File: config.mk
export PLATFORM = sky130hd
export DESIGN_NAME = pilot_gen_flat
export DESIGN_NICKNAME = d
export VERILOG_FILES = /design/src/rtl/ofdm_pilot_pkg.sv /design/src/rtl/pilot_gen_if.sv /design/src/rtl/pilot_prbs.sv /design/src/rtl/pilot_gen.sv /design/src/flat_wrapper.sv
export SDC_FILE = /design/constraint.sdc
export NUM_CORES = 1
export LEC_CHECK = 0
export ABC_CLOCK_PERIOD_IN_PS = 3740
export BUFFER_PORTS_ARGS = -buffer_cell sky130_fd_sc_hd__clkbuf_2
export CAP_MARGIN = 30
export CELL_PAD_IN_SITES_DETAIL_PLACEMENT = 1
export CELL_PAD_IN_SITES_GLOBAL_PLACEMENT = 1
export CORE_AREA = 5 5 87 89
export DETAILED_ROUTE_END_ITERATION = 8
export DIE_AREA = 0 0 92 94
export PLACE_DENSITY = 0.83
export SLEW_MARGIN = 20
export SYNTH_ARGS = -nofsm -noshare
export SYNTH_HDL_FRONTEND = slang
export SYNTH_SLANG_ARGS = --single-unit
File: constraint.sdc
create_clock -name clk -period 3.74 [get_ports clk]
set_input_delay 1.122 -clock clk [delete_from_list [all_inputs] [get_ports clk]]
set_output_delay 1.122 -clock clk [all_outputs]
set_load 0.01 [all_outputs]
File: src/rtl/ofdm_pilot_pkg.sv
// Shared constants for the OFDM pilot generator: PRBS polynomial, defaults, mode encodings.
package ofdm_pilot_pkg;

   localparam int unsigned LFSR_W      = 11;
   localparam logic [10:0] LFSR_INIT   = 11'h7FF;
   // x^11 + x^2 + 1: feedback is lfsr[2] ^ lfsr[0], shifted in at the MSB
   localparam int unsigned PRBS_TAP_LO = 0;
   localparam int unsigned PRBS_TAP_HI = 2;

   localparam int unsigned CAR_W_DEF   = 11;
   localparam int unsigned N_CAR_DEF   = 1705;
   localparam int unsigned SYM_W_DEF   = 7;
   localparam int unsigned N_SYM_DEF   = 68;
   localparam int unsigned P_STEP_DEF  = 12;
   localparam int unsigned P_SHIFT_DEF = 3;

   typedef enum logic {
      MODE_SCATTERED = 1'b0,
      MODE_COMB      = 1'b1
   } pilot_mode_e;

   function automatic logic [LFSR_W-1:0] prbs_next(input logic [LFSR_W-1:0] s);
      return {s[PRBS_TAP_HI] ^ s[PRBS_TAP_LO], s[LFSR_W-1:1]};
   endfunction

endpackage

File: src/rtl/pilot_gen_if.sv
// Descriptor stream from the pilot generator to the subcarrier mapper.
interface pilot_gen_if
   import ofdm_pilot_pkg::*;
#(
   parameter int unsigned CAR_W = CAR_W_DEF,
   parameter int unsigned SYM_W = SYM_W_DEF
);
   logic             out_valid;
   logic             out_ready;
   logic [CAR_W-1:0] carrier_idx;
   logic [SYM_W-1:0] symbol_idx;
   logic             index_pilot;
   logic             sign_pilot;
   logic             last_carrier;
   logic             last_symbol;

   modport master (
      output out_valid, carrier_idx, symbol_idx, index_pilot, sign_pilot,
             last_carrier, last_symbol,
      input  out_ready
   );

   modport slave (
      input  out_valid, carrier_idx, symbol_idx, index_pilot, sign_pilot,
             last_carrier, last_symbol,
      output out_ready
   );
endinterface

File: src/rtl/pilot_prbs.sv
// 11-bit pilot PRBS register: reload to all ones, or step once per emitted carrier.
module pilot_prbs
   import ofdm_pilot_pkg::*;
(
   input  logic clk,
   input  logic res_n,
   input  logic init,
   input  logic step,
   input  logic seed,
   output logic bit_out
);
   logic [LFSR_W-1:0] lfsr_q;

   // seed makes this step start from the init value (frame resync on the same load)
   always_ff @(posedge clk) begin
      if (!res_n) begin
         lfsr_q <= LFSR_INIT;
      end else if (init) begin
         lfsr_q <= LFSR_INIT;
      end else if (step) begin
         lfsr_q <= prbs_next(seed ? LFSR_INIT : lfsr_q);
      end
   end

   assign bit_out = seed ? LFSR_INIT[0] : lfsr_q[0];
endmodule

File: src/rtl/pilot_gen.sv
// OFDM pilot-pattern generator: one carrier descriptor per load, scattered or comb pilots.
module pilot_gen
   import ofdm_pilot_pkg::*;
#(
   parameter int unsigned CAR_W   = CAR_W_DEF,
   parameter int unsigned N_CAR   = N_CAR_DEF,
   parameter int unsigned SYM_W   = SYM_W_DEF,
   parameter int unsigned N_SYM   = N_SYM_DEF,
   parameter int unsigned P_STEP  = P_STEP_DEF,
   parameter int unsigned P_SHIFT = P_SHIFT_DEF
) (
   input  logic        clk,
   input  logic        res_n,
   input  logic        en,
   input  logic        mode,
   input  logic        sync,
   pilot_gen_if.master dsc
);
   localparam int unsigned     M_W     = (P_STEP > 1) ? $clog2(P_STEP) : 1;
   localparam logic [CAR_W-1:0] K_LAST  = CAR_W'(N_CAR - 1);
   localparam logic [SYM_W-1:0] L_LAST  = SYM_W'(N_SYM - 1);
   localparam logic [M_W-1:0]   M_LAST  = M_W'(P_STEP - 1);
   localparam logic [M_W:0]     SHIFT_X = (M_W + 1)'(P_SHIFT);
   localparam logic [M_W:0]     STEP_X  = (M_W + 1)'(P_STEP);

   logic [CAR_W-1:0] k_q, k_d, cur_k, car_q, car_d;
   logic [SYM_W-1:0] l_q, l_d, cur_l, sym_q, sym_d;
   logic [M_W-1:0]   m_q, m_d, cur_m, o_q, o_d, cur_o, o_adv;
   logic [M_W:0]     o_sum;
   logic             sync_pend_q, sync_pend_d;
   logic             valid_q, valid_d, pilot_q, pilot_d, sign_q, sign_d;
   logic             lastc_q, lastc_d, lasts_q, lasts_d;
   logic             load, restart, k_wrap, l_wrap, prbs_bit;

   pilot_prbs u_prbs (
      .clk     (clk),
      .res_n   (res_n),
      .init    (load && k_wrap),
      .step    (load && !k_wrap),
      .seed    (restart),
      .bit_out (prbs_bit)
   );

   always_comb begin
      load    = en && (!valid_q || dsc.out_ready);
      restart = sync || sync_pend_q;
      // A resync replaces the live counters with the frame-start values for this load
      cur_k   = restart ? '0 : k_q;
      cur_l   = restart ? '0 : l_q;
      cur_m   = restart ? '0 : m_q;
      cur_o   = restart ? '0 : o_q;
      k_wrap  = (cur_k == K_LAST);
      l_wrap  = (cur_l == L_LAST);
      o_sum   = {1'b0, cur_o} + SHIFT_X;
      o_adv   = (o_sum >= STEP_X) ? M_W'(o_sum - STEP_X) : o_sum[M_W-1:0];

      k_d         = k_q;
      l_d         = l_q;
      m_d         = m_q;
      o_d         = o_q;
      car_d       = car_q;
      sym_d       = sym_q;
      pilot_d     = pilot_q;
      sign_d      = sign_q;
      lastc_d     = lastc_q;
      lasts_d     = lasts_q;
      valid_d     = valid_q && !dsc.out_ready;
      sync_pend_d = sync_pend_q || sync;

      if (load) begin
         valid_d     = 1'b1;
         sync_pend_d = 1'b0;
         car_d       = cur_k;
         sym_d       = cur_l;
         pilot_d     = (cur_m == cur_o) || (cur_k == '0) || k_wrap;
         sign_d      = prbs_bit;
         lastc_d     = k_wrap;
         lasts_d     = l_wrap;
         if (k_wrap) begin
            k_d = '0;
            m_d = '0;
            l_d = l_wrap ? '0 : cur_l + SYM_W'(1);
            o_d = (l_wrap || mode == MODE_COMB) ? '0 : o_adv;
         end else begin
            k_d = cur_k + CAR_W'(1);
            m_d = (cur_m == M_LAST) ? '0 : cur_m + M_W'(1);
            l_d = cur_l;
            o_d = cur_o;
         end
      end
   end

   always_ff @(posedge clk) begin
      if (!res_n) begin
         k_q         <= '0;
         l_q         <= '0;
         m_q         <= '0;
         o_q         <= '0;
         sync_pend_q <= 1'b0;
         valid_q     <= 1'b0;
         car_q       <= '0;
         sym_q       <= '0;
         pilot_q     <= 1'b0;
         sign_q      <= 1'b0;
         lastc_q     <= 1'b0;
         lasts_q     <= 1'b0;
      end else begin
         k_q         <= k_d;
         l_q         <= l_d;
         m_q         <= m_d;
         o_q         <= o_d;
         sync_pend_q <= sync_pend_d;
         valid_q     <= valid_d;
         car_q       <= car_d;
         sym_q       <= sym_d;
         pilot_q     <= pilot_d;
         sign_q      <= sign_d;
         lastc_q     <= lastc_d;
         lasts_q     <= lasts_d;
      end
   end

   assign dsc.out_valid    = valid_q;
   assign dsc.carrier_idx  = car_q;
   assign dsc.symbol_idx   = sym_q;
   assign dsc.index_pilot  = pilot_q;
   assign dsc.sign_pilot   = sign_q;
   assign dsc.last_carrier = lastc_q;
   assign dsc.last_symbol  = lasts_q;
endmodule

File: src/flat_wrapper.sv
// flat-port wrapper written by rule: the top's interface ports become plain ports
module pilot_gen_flat import ofdm_pilot_pkg::*;
#(
   parameter int unsigned CAR_W   = CAR_W_DEF,
   parameter int unsigned N_CAR   = N_CAR_DEF,
   parameter int unsigned SYM_W   = SYM_W_DEF,
   parameter int unsigned N_SYM   = N_SYM_DEF,
   parameter int unsigned P_STEP  = P_STEP_DEF,
   parameter int unsigned P_SHIFT = P_SHIFT_DEF
)
  (clk, res_n, en, mode, sync, dsc_out_valid, dsc_carrier_idx, dsc_symbol_idx, dsc_index_pilot, dsc_sign_pilot, dsc_last_carrier, dsc_last_symbol, dsc_out_ready);
  pilot_gen_if #(.CAR_W(CAR_W), .SYM_W(SYM_W)) dsc_i ();
  input  logic clk;
  input  logic res_n;
  input  logic en;
  input  logic mode;
  input  logic sync;
  output wire logic [$bits(dsc_i.out_valid)-1:0] dsc_out_valid;
  output wire logic [$bits(dsc_i.carrier_idx)-1:0] dsc_carrier_idx;
  output wire logic [$bits(dsc_i.symbol_idx)-1:0] dsc_symbol_idx;
  output wire logic [$bits(dsc_i.index_pilot)-1:0] dsc_index_pilot;
  output wire logic [$bits(dsc_i.sign_pilot)-1:0] dsc_sign_pilot;
  output wire logic [$bits(dsc_i.last_carrier)-1:0] dsc_last_carrier;
  output wire logic [$bits(dsc_i.last_symbol)-1:0] dsc_last_symbol;
  input wire logic [$bits(dsc_i.out_ready)-1:0] dsc_out_ready;
  assign dsc_out_valid = dsc_i.out_valid;
  assign dsc_carrier_idx = dsc_i.carrier_idx;
  assign dsc_symbol_idx = dsc_i.symbol_idx;
  assign dsc_index_pilot = dsc_i.index_pilot;
  assign dsc_sign_pilot = dsc_i.sign_pilot;
  assign dsc_last_carrier = dsc_i.last_carrier;
  assign dsc_last_symbol = dsc_i.last_symbol;
  assign dsc_i.out_ready = dsc_out_ready;
  pilot_gen #(.CAR_W(CAR_W), .N_CAR(N_CAR), .SYM_W(SYM_W), .N_SYM(N_SYM), .P_STEP(P_STEP), .P_SHIFT(P_SHIFT)) u_core (.clk(clk), .res_n(res_n), .en(en), .mode(mode), .sync(sync), .dsc(dsc_i));
endmodule
==> results.toml, run 1 <==
[yosys]
synth.top_cell.area_share_pct = 43.4
yosysTopAreaCell = "dfxtp_1"
synth_edf_count = 0
synthArstFlopShare_pct = 0
yosysSeqAreaShare_pct = 43.4
synth_top_cells_by_area = "dfxtp_1 43%, nand2_1 7.2%, a21oi_1 7.1%"
yosysMostFrequentCell = "dfxtp_1"
synth_warnings = 0
synth_flop_cell = "dfxtp_1"
synth_seq_cells = 61
synthCells = 356
ys_types = 49
synth.net_count = 367
syn_area_mm2 = 0.00282
synth.avg_cell_area_um2 = 7.91
netlist_top_cells_count = "61 x dfxtp_1, 54 x nand2_1, 40 x a21oi_1"

[setup_path]
required_ns = 3.96
start_kind = "primary input"
cp-end-kind = "register"
cp.arrival_ns = 3.10
cpPeakStageDelay_ns = 0.51
crit_fanout = 11
path_cells = "clkbuf_2, or3b_2, ha_1, nand4_1, nor3_1, or3_1, a41oi_1, a21oi_1"
path_class = "in2reg"
reg2reg_depth = 5
cp_slowest_cell = "or3b_2"

[floorplan]
fp.dieArea_mm2 = 0.00865
die_h_um = 94
fp.dieW_um = 92
start_util_pct = 42.2
rows = 30
design.core.area_mm2 = 0.00668
ios = 29

[sta]
clock.fmax_mhz = 347
fin_crit_sh_pct = 77.1
slew_viol_final = 0
fin_hold_ws_ns = 0.452
grt_setup_unrepaired = "false"
worstMarginPinSlew_ns = 0.605
maxSlewHeadroom_pct = 59.5
finClkSkew_ns = 0.00631
fin_crit_ns = 2.88
finalHoldViolations = 0
setup_violations = 0
tns_ns = 0

[detailed_routing]
drc = 0
maxUsedRoutingLayer = "met4"
drt_iter0_drc = 65
met2WireLength_mm = 3.72
dr.pass1.iters = 4
ant_nets = 0
vias_per_cell = 5.80
finalWirelength_mm = 7.73
wl_met1_mm = 3.58
via_count = 2690
met3WireLength_um = 295
wl_per_cell_um = 16.7

[final_layout]
diodes = 0
drive_gt1_share_pct = 15.6
finish.net_count = 393
final_cells = 464
area_growth_pct = 14.7

[clocking]
cts_tree = "built"
cts_hold_buf = 0
cts_sinks = 61
insertion_delay_ns = 0.34
cts_setup_buffers = 0
cts_buffer_depth = 2
htreeDepth = 3
ctsResizeCount = 0
clk_pin_slew_ns = 0.06
cts-buffers-inserted = 9
clockRootBuffer = "clkbuf_8"

[worst_hold_path]
holdCritPathClass = "reg2reg"
whs_path_depth = 2

[power_and_ir_drop]
ir_worst_vdd_v = 0.000173
p_per_area_mw_per_mm2 = 412
p_leak_nw = 1.20

[grt]
grt_start_max_net_pins = 35
antenna_found_initial = 0
grt_pass1_vias = 2815
grt_use_total_pct = 19.1
grt_pass1_wl_mm = 13.2
overflow = 0

[placement]
gp_congestion = 0.811
hpwl_mm = 5.36
dp_cells = 451
port_buffers = 28

[flow_run]
maxCapViolations = 0

[status]
status = "finished clean"
-- power breakdown --
group	switching, W	internal (W)	total, W
combinational	0.0000632	0.0000254	0.0000886
sequential	0.00000519	0.000657	0.000662
clock	0.000247	0.000332	0.000579
-- worst max-delay path: cells and delay by family --
kind            cells  cell delay, ns
simple gates        4            1.29
compound gates      2            0.34
fa+ha+maj           1            0.24
buf+inv             1            0.12
-- metal layers --
metal | up-vias | track usage (%)
met4 | 0 | 6.19
met2 | 49 | 33.4
met5 | - | 0
met1 | 1308 | 22.5
li1 | 1315 | -
met3 | 18 | 5.61
-- cells by family (layout without fill, tap and decap cells) --
logic type	after synthesis	count (layout)	synth area share, %
AND/OR/NAND/NOR	154	154	26.9
XOR/XNOR	9	9	2.80
multiplexers	2	2	0.711
AO/OA/AOI/OAI	93	93	19.5
buffers and inverters	32	60	4.53
flip-flops	61	61	43.4
adder cells (fa/ha/maj)	5	5	2.22
-- placed cells by master, fill, tap and decap left out, types with 2 or more instances in the layout --
| cell | count |
|---|---|
| xnor2_1 | 8 |
| o21ai_0 | 20 |
| inv_1 | 7 |
| ha_1 | 5 |
| dfxtp_1 | 61 |
| and3_1 | 4 |
| clkbuf_2 | 28 |
| nand2_1 | 54 |
| o22ai_1 | 9 |
| mux2i_1 | 2 |
| a22o_1 | 4 |
| and3_2 | 2 |
| o211ai_1 | 5 |
| nor2_1 | 24 |
| nand3_1 | 25 |
| or3_1 | 4 |
| a22oi_1 | 4 |
| nor2b_1 | 2 |
| nand2b_1 | 2 |
| clkbuf_8 | 11 |
| nor4_1 | 5 |
| a21oi_1 | 40 |
| nor3_1 | 12 |
| buf_4 | 11 |
| and2_1 | 5 |
| nand4_1 | 4 |
-- final timing paths --
check                        endpoint  slack (ns)                startpoint
max reg2reg             u_core.o_q[2]        1.35             u_core.k_q[5]
min          u_core.dsc.symbol_idx[4]        0.45  u_core.dsc.symbol_idx[4]
max            u_core.dsc.index_pilot        0.86                      sync
min reg2reg  u_core.dsc.symbol_idx[4]        0.45  u_core.dsc.symbol_idx[4]
-- through the flow --
stage          utilization, %  power [W]  instance area (um2)  setup slack, ns
4_1_cts                  48.4    0.00135                 3230            0.864
5_1_grt                  48.4    0.00138                 3230            0.734
6_report                 48.4    0.00133                 3230            0.857
2_1_floorplan               -   0.000732                 2820            0.568
3_3_place_gp             45.6   0.000763                 3040            0.628
3_5_place_dp             45.6   0.000765                 3040            0.527
-- flip-flops by register name, indices dropped and copies added, names as in the netlist --
| register | count |
|---|---|
| u_core.k_q | 11 |
| u_core.o_q | 4 |
| u_core.l_q | 7 |
| u_core.dsc.sign_pilot | 1 |
| u_core.sync_pend_q | 1 |
| u_core.m_q | 4 |
| u_core.dsc.symbol_idx | 7 |
| u_core.dsc.out_valid | 1 |
| u_core.dsc.carrier_idx | 11 |
| u_core.dsc.last_symbol | 1 |
| u_core.dsc.index_pilot | 1 |
| u_core.dsc.last_carrier | 1 |
| u_core.u_prbs.lfsr_q | 11 |
-- cell type report --
cell class | instances | area, um2
inverter | 8 | 30.0
clock inverter | 2 | 35.0
clock buffer | 11 | 151
multi-input combinational | 263 | 1470
tap | 80 | 100
sequential | 61 | 1220
fill | 850 | 3450
timing repair buffer | 39 | 223
Power figures use the tool's default switching activity.
==> run 2: changes to the inputs <==
--- a/config.mk
+++ b/config.mk
@@ -5,15 +5,15 @@
 export SDC_FILE = /design/constraint.sdc
 export NUM_CORES = 1
 export LEC_CHECK = 0
-export ABC_CLOCK_PERIOD_IN_PS = 3740
+export ABC_CLOCK_PERIOD_IN_PS = 2500
 export BUFFER_PORTS_ARGS = -buffer_cell sky130_fd_sc_hd__clkbuf_2
 export CAP_MARGIN = 30
 export CELL_PAD_IN_SITES_DETAIL_PLACEMENT = 1
 export CELL_PAD_IN_SITES_GLOBAL_PLACEMENT = 1
-export CORE_AREA = 5 5 87 89
+export CORE_AREA = 5 5 91 93
 export DETAILED_ROUTE_END_ITERATION = 8
-export DIE_AREA = 0 0 92 94
-export PLACE_DENSITY = 0.83
+export DIE_AREA = 0 0 96 98
+export PLACE_DENSITY = 0.8
 export SLEW_MARGIN = 20
 export SYNTH_ARGS = -nofsm -noshare
 export SYNTH_HDL_FRONTEND = slang
==> constraint.sdc (replaced) <==
create_clock -name clk -period 2.5 [get_ports clk]
set_input_delay 0.75 -clock clk [delete_from_list [all_inputs] [get_ports clk]]
set_output_delay 0.75 -clock clk [all_outputs]
set_load 0.01 [all_outputs]
==> run 2 against run 1 <==
Compared with the run above: final cell count increased by 11%; die area up 8.8%; sequential share of layout area shrank 2.4 points; critical path depth is 1 higher; via count up 5.2%; hold slack worse by 0.00081 ns; utilization down 2.0 points; worst setup slack got worse by 0.69 ns; non-clock buffer count is 25 higher; global-route usage increased by 0.26 points; register-to-register slack got worse by 1.1 ns; largest cell class unchanged.
==> results.toml, run 2 (synthesis gave the netlist of run 1 again) <==
[placement]
dp_cells = 498
gp_congestion = 0.856
port_buffers = 28
preCtsSetupSlack_ns = -0.175
hpwl_mm = 5.98

[setup_path]
required_ns = 2.77
reg2reg_depth = 8
r2r_start = "u_core.sync_pend_q"
rrSetupSlack_ns = 0.27
cpPeakStageDelay_ns = 0.47
cp-end-kind = "register"
path_cells = "clkbuf_2, or3b_2, ha_1, nand4_1, buf_4, or3_1, nor4_4, o2111ai_1, a21oi_1"
cp.arrival_ns = 2.60
r2r_end = "u_core.o_q[2]"
start_kind = "primary input"
crit_fanout = 5
cp_slowest_cell = "or3_1"
path_class = "in2reg"

[floorplan]
design.core.area_mm2 = 0.00745
fp.dieW_um = 96
fp.dieArea_mm2 = 0.00941
rows = 32
ios = 29
die_h_um = 98
start_util_pct = 37.8

[grt]
grt_start_max_net_pins = 29
grt_use_total_pct = 19.4
overflow = 0
use_met1_pct = 23.3
busiest_layer = "met2"
met3_usage_pct = 5.01
grt_pass1_wl_mm = 14.3
grt_pass1_vias = 3016
antenna_found_initial = 0
grt_use_met2_pct = 32.4

[sta]
fin_crit_ns = 2.34
setup_slack_ns = 0.162
worstMarginPinSlew_ns = 0.417
grt_setup_unrepaired = "false"
fin_hold_ws_ns = 0.451
finalHoldViolations = 0
setup_violations = 0
fin_crit_sh_pct = 93.5
slew_viol_final = 0
finClkSkew_ns = 0.00671
clock.fmax_mhz = 428
maxSlewHeadroom_pct = 72.0

[clocking]
cts_sinks = 61
clockRootBuffer = "clkbuf_8"
cts_buffer_depth = 2
cts_tree = "built"
clk_pin_slew_ns = 0.07
cts-buffers-inserted = 9
cts_hold_buf = 0
insertion_delay_ns = 0.34
htreeDepth = 3
cts_setup_buffers = 0
ctsResizeCount = 0

[final_layout]
finish.net_count = 418
post-route-util_pct = 46.4
diodes = 0
drive_gt1_share_pct = 20.9
area_growth_pct = 22.6
final_common_cell = "dfxtp_1"
final_cells = 513
final_cell_mix = "61 x dfxtp_1, 54 x nand2_1, 40 x a21oi_1, 36 x buf_4, 28 x clkbuf_2"

[detailed_routing]
drc = 0
ant_nets = 0
finalWirelength_mm = 8.46
vias_per_cell = 5.52
wl_per_cell_um = 16.5
via_count = 2831
dr.pass1.iters = 4
drt_iter0_drc = 97

[power_and_ir_drop]
p_leak_nw = 1.32
ir_worst_vdd_v = 0.000387
p_per_area_mw_per_mm2 = 565

[worst_hold_path]
holdCritPathClass = "reg2reg"
hold_path_startpoint = "u_core.dsc.symbol_idx[2]"
holdPathEnd = "u_core.dsc.symbol_idx[2]"
whs_path_depth = 2

[flow_run]
maxCapViolations = 0

[status]
status = "finished clean"
==> run 2: critical path: cells and delay by family <==
| kind | cells | cell delay (ns) |
|---|---|---|
| compound gates | 2 | 0.33 |
| buf+inv | 2 | 0.29 |
| simple gates | 4 | 1.07 |
| fa+ha+maj | 1 | 0.17 |
==> run 2: final cells by class <==
class / count / area [um2]
Inverter: 8 / 30.0
Clock buffer: 14 / 173
Tap cell: 102 / 128
Clock inverter: 1 / 5.00
Fill cell: 946 / 4000
Multi-Input combinational cell: 263 / 1490
Timing Repair Buffer: 64 / 410
Sequential cell: 61 / 1220
==> run 2: metal layers <==
layer	wire, um	vias to the layer above	part of all wire [%]
met1	3750	1400	44
met4	152	0	1.8
li1	-	1370	-
met3	235	16	2.8
met2	4320	45	51
met5	0	-	0
==> run 2: where the power goes <==
part	total, W	switching, W	internal [W]
combinational	0.000154	0.000102	0.0000527
sequential	0.000991	0.00000851	0.000983
clock	0.000806	0.000371	0.000435
==> run 2: how the worst max path moves through the flow <==
| stage | from | depth (start not counted) | slack [ns] | end |
|---|---|---|---|---|
| 4_1_cts | sync | 9 | 0.17 | u_core.o_q[2] |
| 5_1_grt | sync | 10 | 0.02 | u_core.o_q[1] |
| 3_3_place_gp | sync | 9 | -0.10 | u_core.o_q[2] |
| 3_5_place_dp | sync | 9 | -0.18 | u_core.o_q[2] |
| 6_report | sync | 9 | 0.16 | u_core.o_q[2] |
| 2_1_floorplan | sync | 9 | 0.00003 | u_core.u_prbs.lfsr_q[0] |
==> run 2: through the flow <==
step	area (um2)	power (W)	setup TNS [ns]
after global routing	3450	0.00202	0
after floorplan	2840	0.00110	0
after CTS	3450	0.00197	0
final	3450	0.00195	0
after detailed placement	3270	0.00117	-2.06
after global placement	3270	0.00116	-1.10
==> run 3: changes to the inputs <==
--- a/config.mk
+++ b/config.mk
@@ -5,14 +5,15 @@
 export SDC_FILE = /design/constraint.sdc
 export NUM_CORES = 1
 export LEC_CHECK = 0
+export ABC_AREA = 1
 export ABC_CLOCK_PERIOD_IN_PS = 2500
 export BUFFER_PORTS_ARGS = -buffer_cell sky130_fd_sc_hd__clkbuf_2
 export CAP_MARGIN = 30
 export CELL_PAD_IN_SITES_DETAIL_PLACEMENT = 1
 export CELL_PAD_IN_SITES_GLOBAL_PLACEMENT = 1
-export CORE_AREA = 5 5 91 93
+export CORE_AREA = 5 5 95 97
 export DETAILED_ROUTE_END_ITERATION = 8
-export DIE_AREA = 0 0 96 98
+export DIE_AREA = 0 0 100 102
 export PLACE_DENSITY = 0.8
 export SLEW_MARGIN = 20
 export SYNTH_ARGS = -nofsm -noshare
==> run 3 against run 2 <==
Compared with the run above: critical path depth increased by 4; first-iteration DRC count decreased by 6.2%; hold slack improved by 0.020 ns; total power increased by 5.3%; final area increased by 1.4%; critical endpoint is now u_core.l_q[6]; worst setup slack improved by 0.20 ns; non-clock buffer count decreased by 26; die area increased by 8.4%; sequential power increased by 5%.
==> results.toml, run 3 <==
[grt]
overflow = 0
grt_pass1_vias = 2945
grt_pass1_wl_mm = 14.0
antenna_found_initial = 0
grt_start_max_net_pins = 23
grt_use_total_pct = 17.3

[clocking]
clockRootBuffer = "clkbuf_8"
cts-buffers-inserted = 9
ctsResizeCount = 0
clk_pin_slew_ns = 0.07
cts_setup_buffers = 0
cts_sinks = 61
insertion_delay_ns = 0.35
cts_buffer_depth = 2
cts_tree = "built"
htreeDepth = 3
cts_hold_buf = 0

[sta]
fin_crit_sh_pct = 85.5
setup_slack_ns = 0.363
finalHoldViolations = 0
tns_ns = 0
finClkSkew_ns = 0.0128
fin_crit_ns = 2.14
setup_violations = 0
maxSlewHeadroom_pct = 64.2
grt_setup_unrepaired = "false"
slew_viol_final = 0
worstMarginPinSlew_ns = 0.536
clock.fmax_mhz = 468

[final_layout]
multiInputGateArea_mm2 = 0.00157
final_common_cell = "nand2_1"
finish.net_count = 465
ff_latch_area_mm2 = 0.00122
final_cell_mix = "85 x nand2_1, 61 x dfxtp_1, 44 x nor2_1, 39 x inv_1, 39 x nand3_1"
diodes = 0
fin_area_mm2 = 0.00350
drive_gt1_share_pct = 21.6
area_growth_pct = 14.6
fillerInstances = 1038

[floorplan]
design.core.area_mm2 = 0.00805
rows = 33
die_h_um = 102
fp.dieW_um = 100
fp.dieArea_mm2 = 0.0102
ios = 29
start_util_pct = 37.9

[setup_path]
cp-end-kind = "register"
crit_path_end = "u_core.l_q[6]"
rrSetupSlack_ns = 0.52
cp.arrival_ns = 2.43
r2r_start = "u_core.sync_pend_q"
start_kind = "primary input"
reg2reg_depth = 12
path_class = "in2reg"
crit_fanout = 17
r2r_end = "u_core.l_q[6]"
required_ns = 2.79
critPathLaunch = "sync"

[detailed_routing]
drt_iter0_drc = 91
drc = 0
wl_per_cell_um = 14.6
finalWirelength_mm = 8.21
via_count = 2874
ant_nets = 0
vias_per_cell = 5.10
dr.pass1.iters = 4

[yosys]
ys_types = 34
syn_area_mm2 = 0.00306
synth_warnings = 0
netlist_top_cells_count = "85 x nand2_1, 61 x dfxtp_1, 44 x nor2_1"
synth_seq_cells = 61
synth_top_cells_by_area = "dfxtp_1 40%, nand2_1 10%, nand3_1 6.4%"
synthCells = 419
yosysSeqAreaShare_pct = 40.0
yosysMostFrequentCell = "nand2_1"
synth.net_count = 430
synth.top_cell.area_share_pct = 40.0
synth_flop_cell = "dfxtp_1"
synthArstFlopShare_pct = 0
yosysTopAreaCell = "dfxtp_1"
synth.avg_cell_area_um2 = 7.29
synth_edf_count = 0

[power_and_ir_drop]
p_leak_nw = 1.46
ir_worst_vdd_v = 0.000195
p_total_w = 0.00205
p_per_area_mw_per_mm2 = 587

[placement]
placedInstanceArea_mm2 = 0.00333
hpwl_mm = 5.98
preCtsSetupSlack_ns = -0.00328
gp_congestion = 0.889
port_buffers = 28

[worst_hold_path]
whs_path_depth = 2
holdCritPathClass = "reg2reg"

[flow_run]
maxCapViolations = 0

[status]
status = "finished clean"
[run 3: changes by cell type in the layout (fill, tap and decap cells not counted), sizes merged, moves of 7 or more]
cell	previous run	this run
nor2	25	56
nand3	25	42
xor2	1	8
o21ai	20	50
nand2	55	90
inv	7	49
buf	36	10
nor3	12	2
a21oi	40	26
xnor2	8	0
[run 3: worst max-delay path, stage by stage]
cell and delay, ns:
clkbuf_2 0.10, inv_1 0.06, nand2_4 0.08, buf_4 0.25, nor2_1 0.09, ha_1 0.23, inv_1 0.11, nor2_1 0.06
nand4_2 0.15, nand2_1 0.09, a21oi_2 0.28, nand3_1 0.11, nand2_1 0.07
[run 3: logic make-up (layout without fill, tap and decap cells)]
family,after synthesis,count (layout),share of synthesized area (%)
buffers and inverters,62,102,8.76
adders and majority gates,5,5,2.05
AOI/OAI and AO/OA,82,82,15.7
xor gates and xnor gates,8,8,2.29
and+or+nand+nor,201,201,31.2
DFF,61,61,40.0
[run 3: report_power, final]
part           switching [W]  internal [W]  leakage [nW]
clock network       0.000441      0.000362        0.0933
logic               0.000142     0.0000738         0.864
registers          0.0000234       0.00101         0.499
[run 3: per-stage QoR]
stage / std cells / hold WS, ns / util (%)
floorplan: 419 / 0.426 / -
global placement: 548 / 0.443 / 41.3
detailed placement: 548 / 0.455 / 41.3
CTS: 564 / 0.474 / 43.5
global route: 564 / 0.494 / 43.5
finish: 564 / 0.471 / 43.5
[run 3: layer usage]
metal  global-route usage (%)  routed length (um)
met5                        0                   0
met4                     7.98                 179
met3                     3.34                 270
met1                     20.4                3670
met2                     30.5                4080
[run 3: how the worst min path moves through the flow]
stage                       startpoint                      end  slack, ns
2_1_floorplan            u_core.l_q[6]            u_core.l_q[6]       0.43
3_3_place_gp             u_core.l_q[6]            u_core.l_q[6]       0.44
3_5_place_dp   u_core.u_prbs.lfsr_q[3]  u_core.u_prbs.lfsr_q[3]       0.46
4_1_cts                  u_core.l_q[6]            u_core.l_q[6]       0.47
5_1_grt                  u_core.l_q[6]            u_core.l_q[6]       0.49
6_report                 u_core.l_q[6]            u_core.l_q[6]       0.47
[run 3: area by class of cell]
type                            count  area share (%)
Tap cell                          105            3.75
Sequential cell                    61            34.9
Inverter                           48            5.15
Clock inverter                      7            1.43
Clock buffer                        9            3.54
Timing Repair Buffer               38            6.50
Multi-Input combinational cell    296            44.7
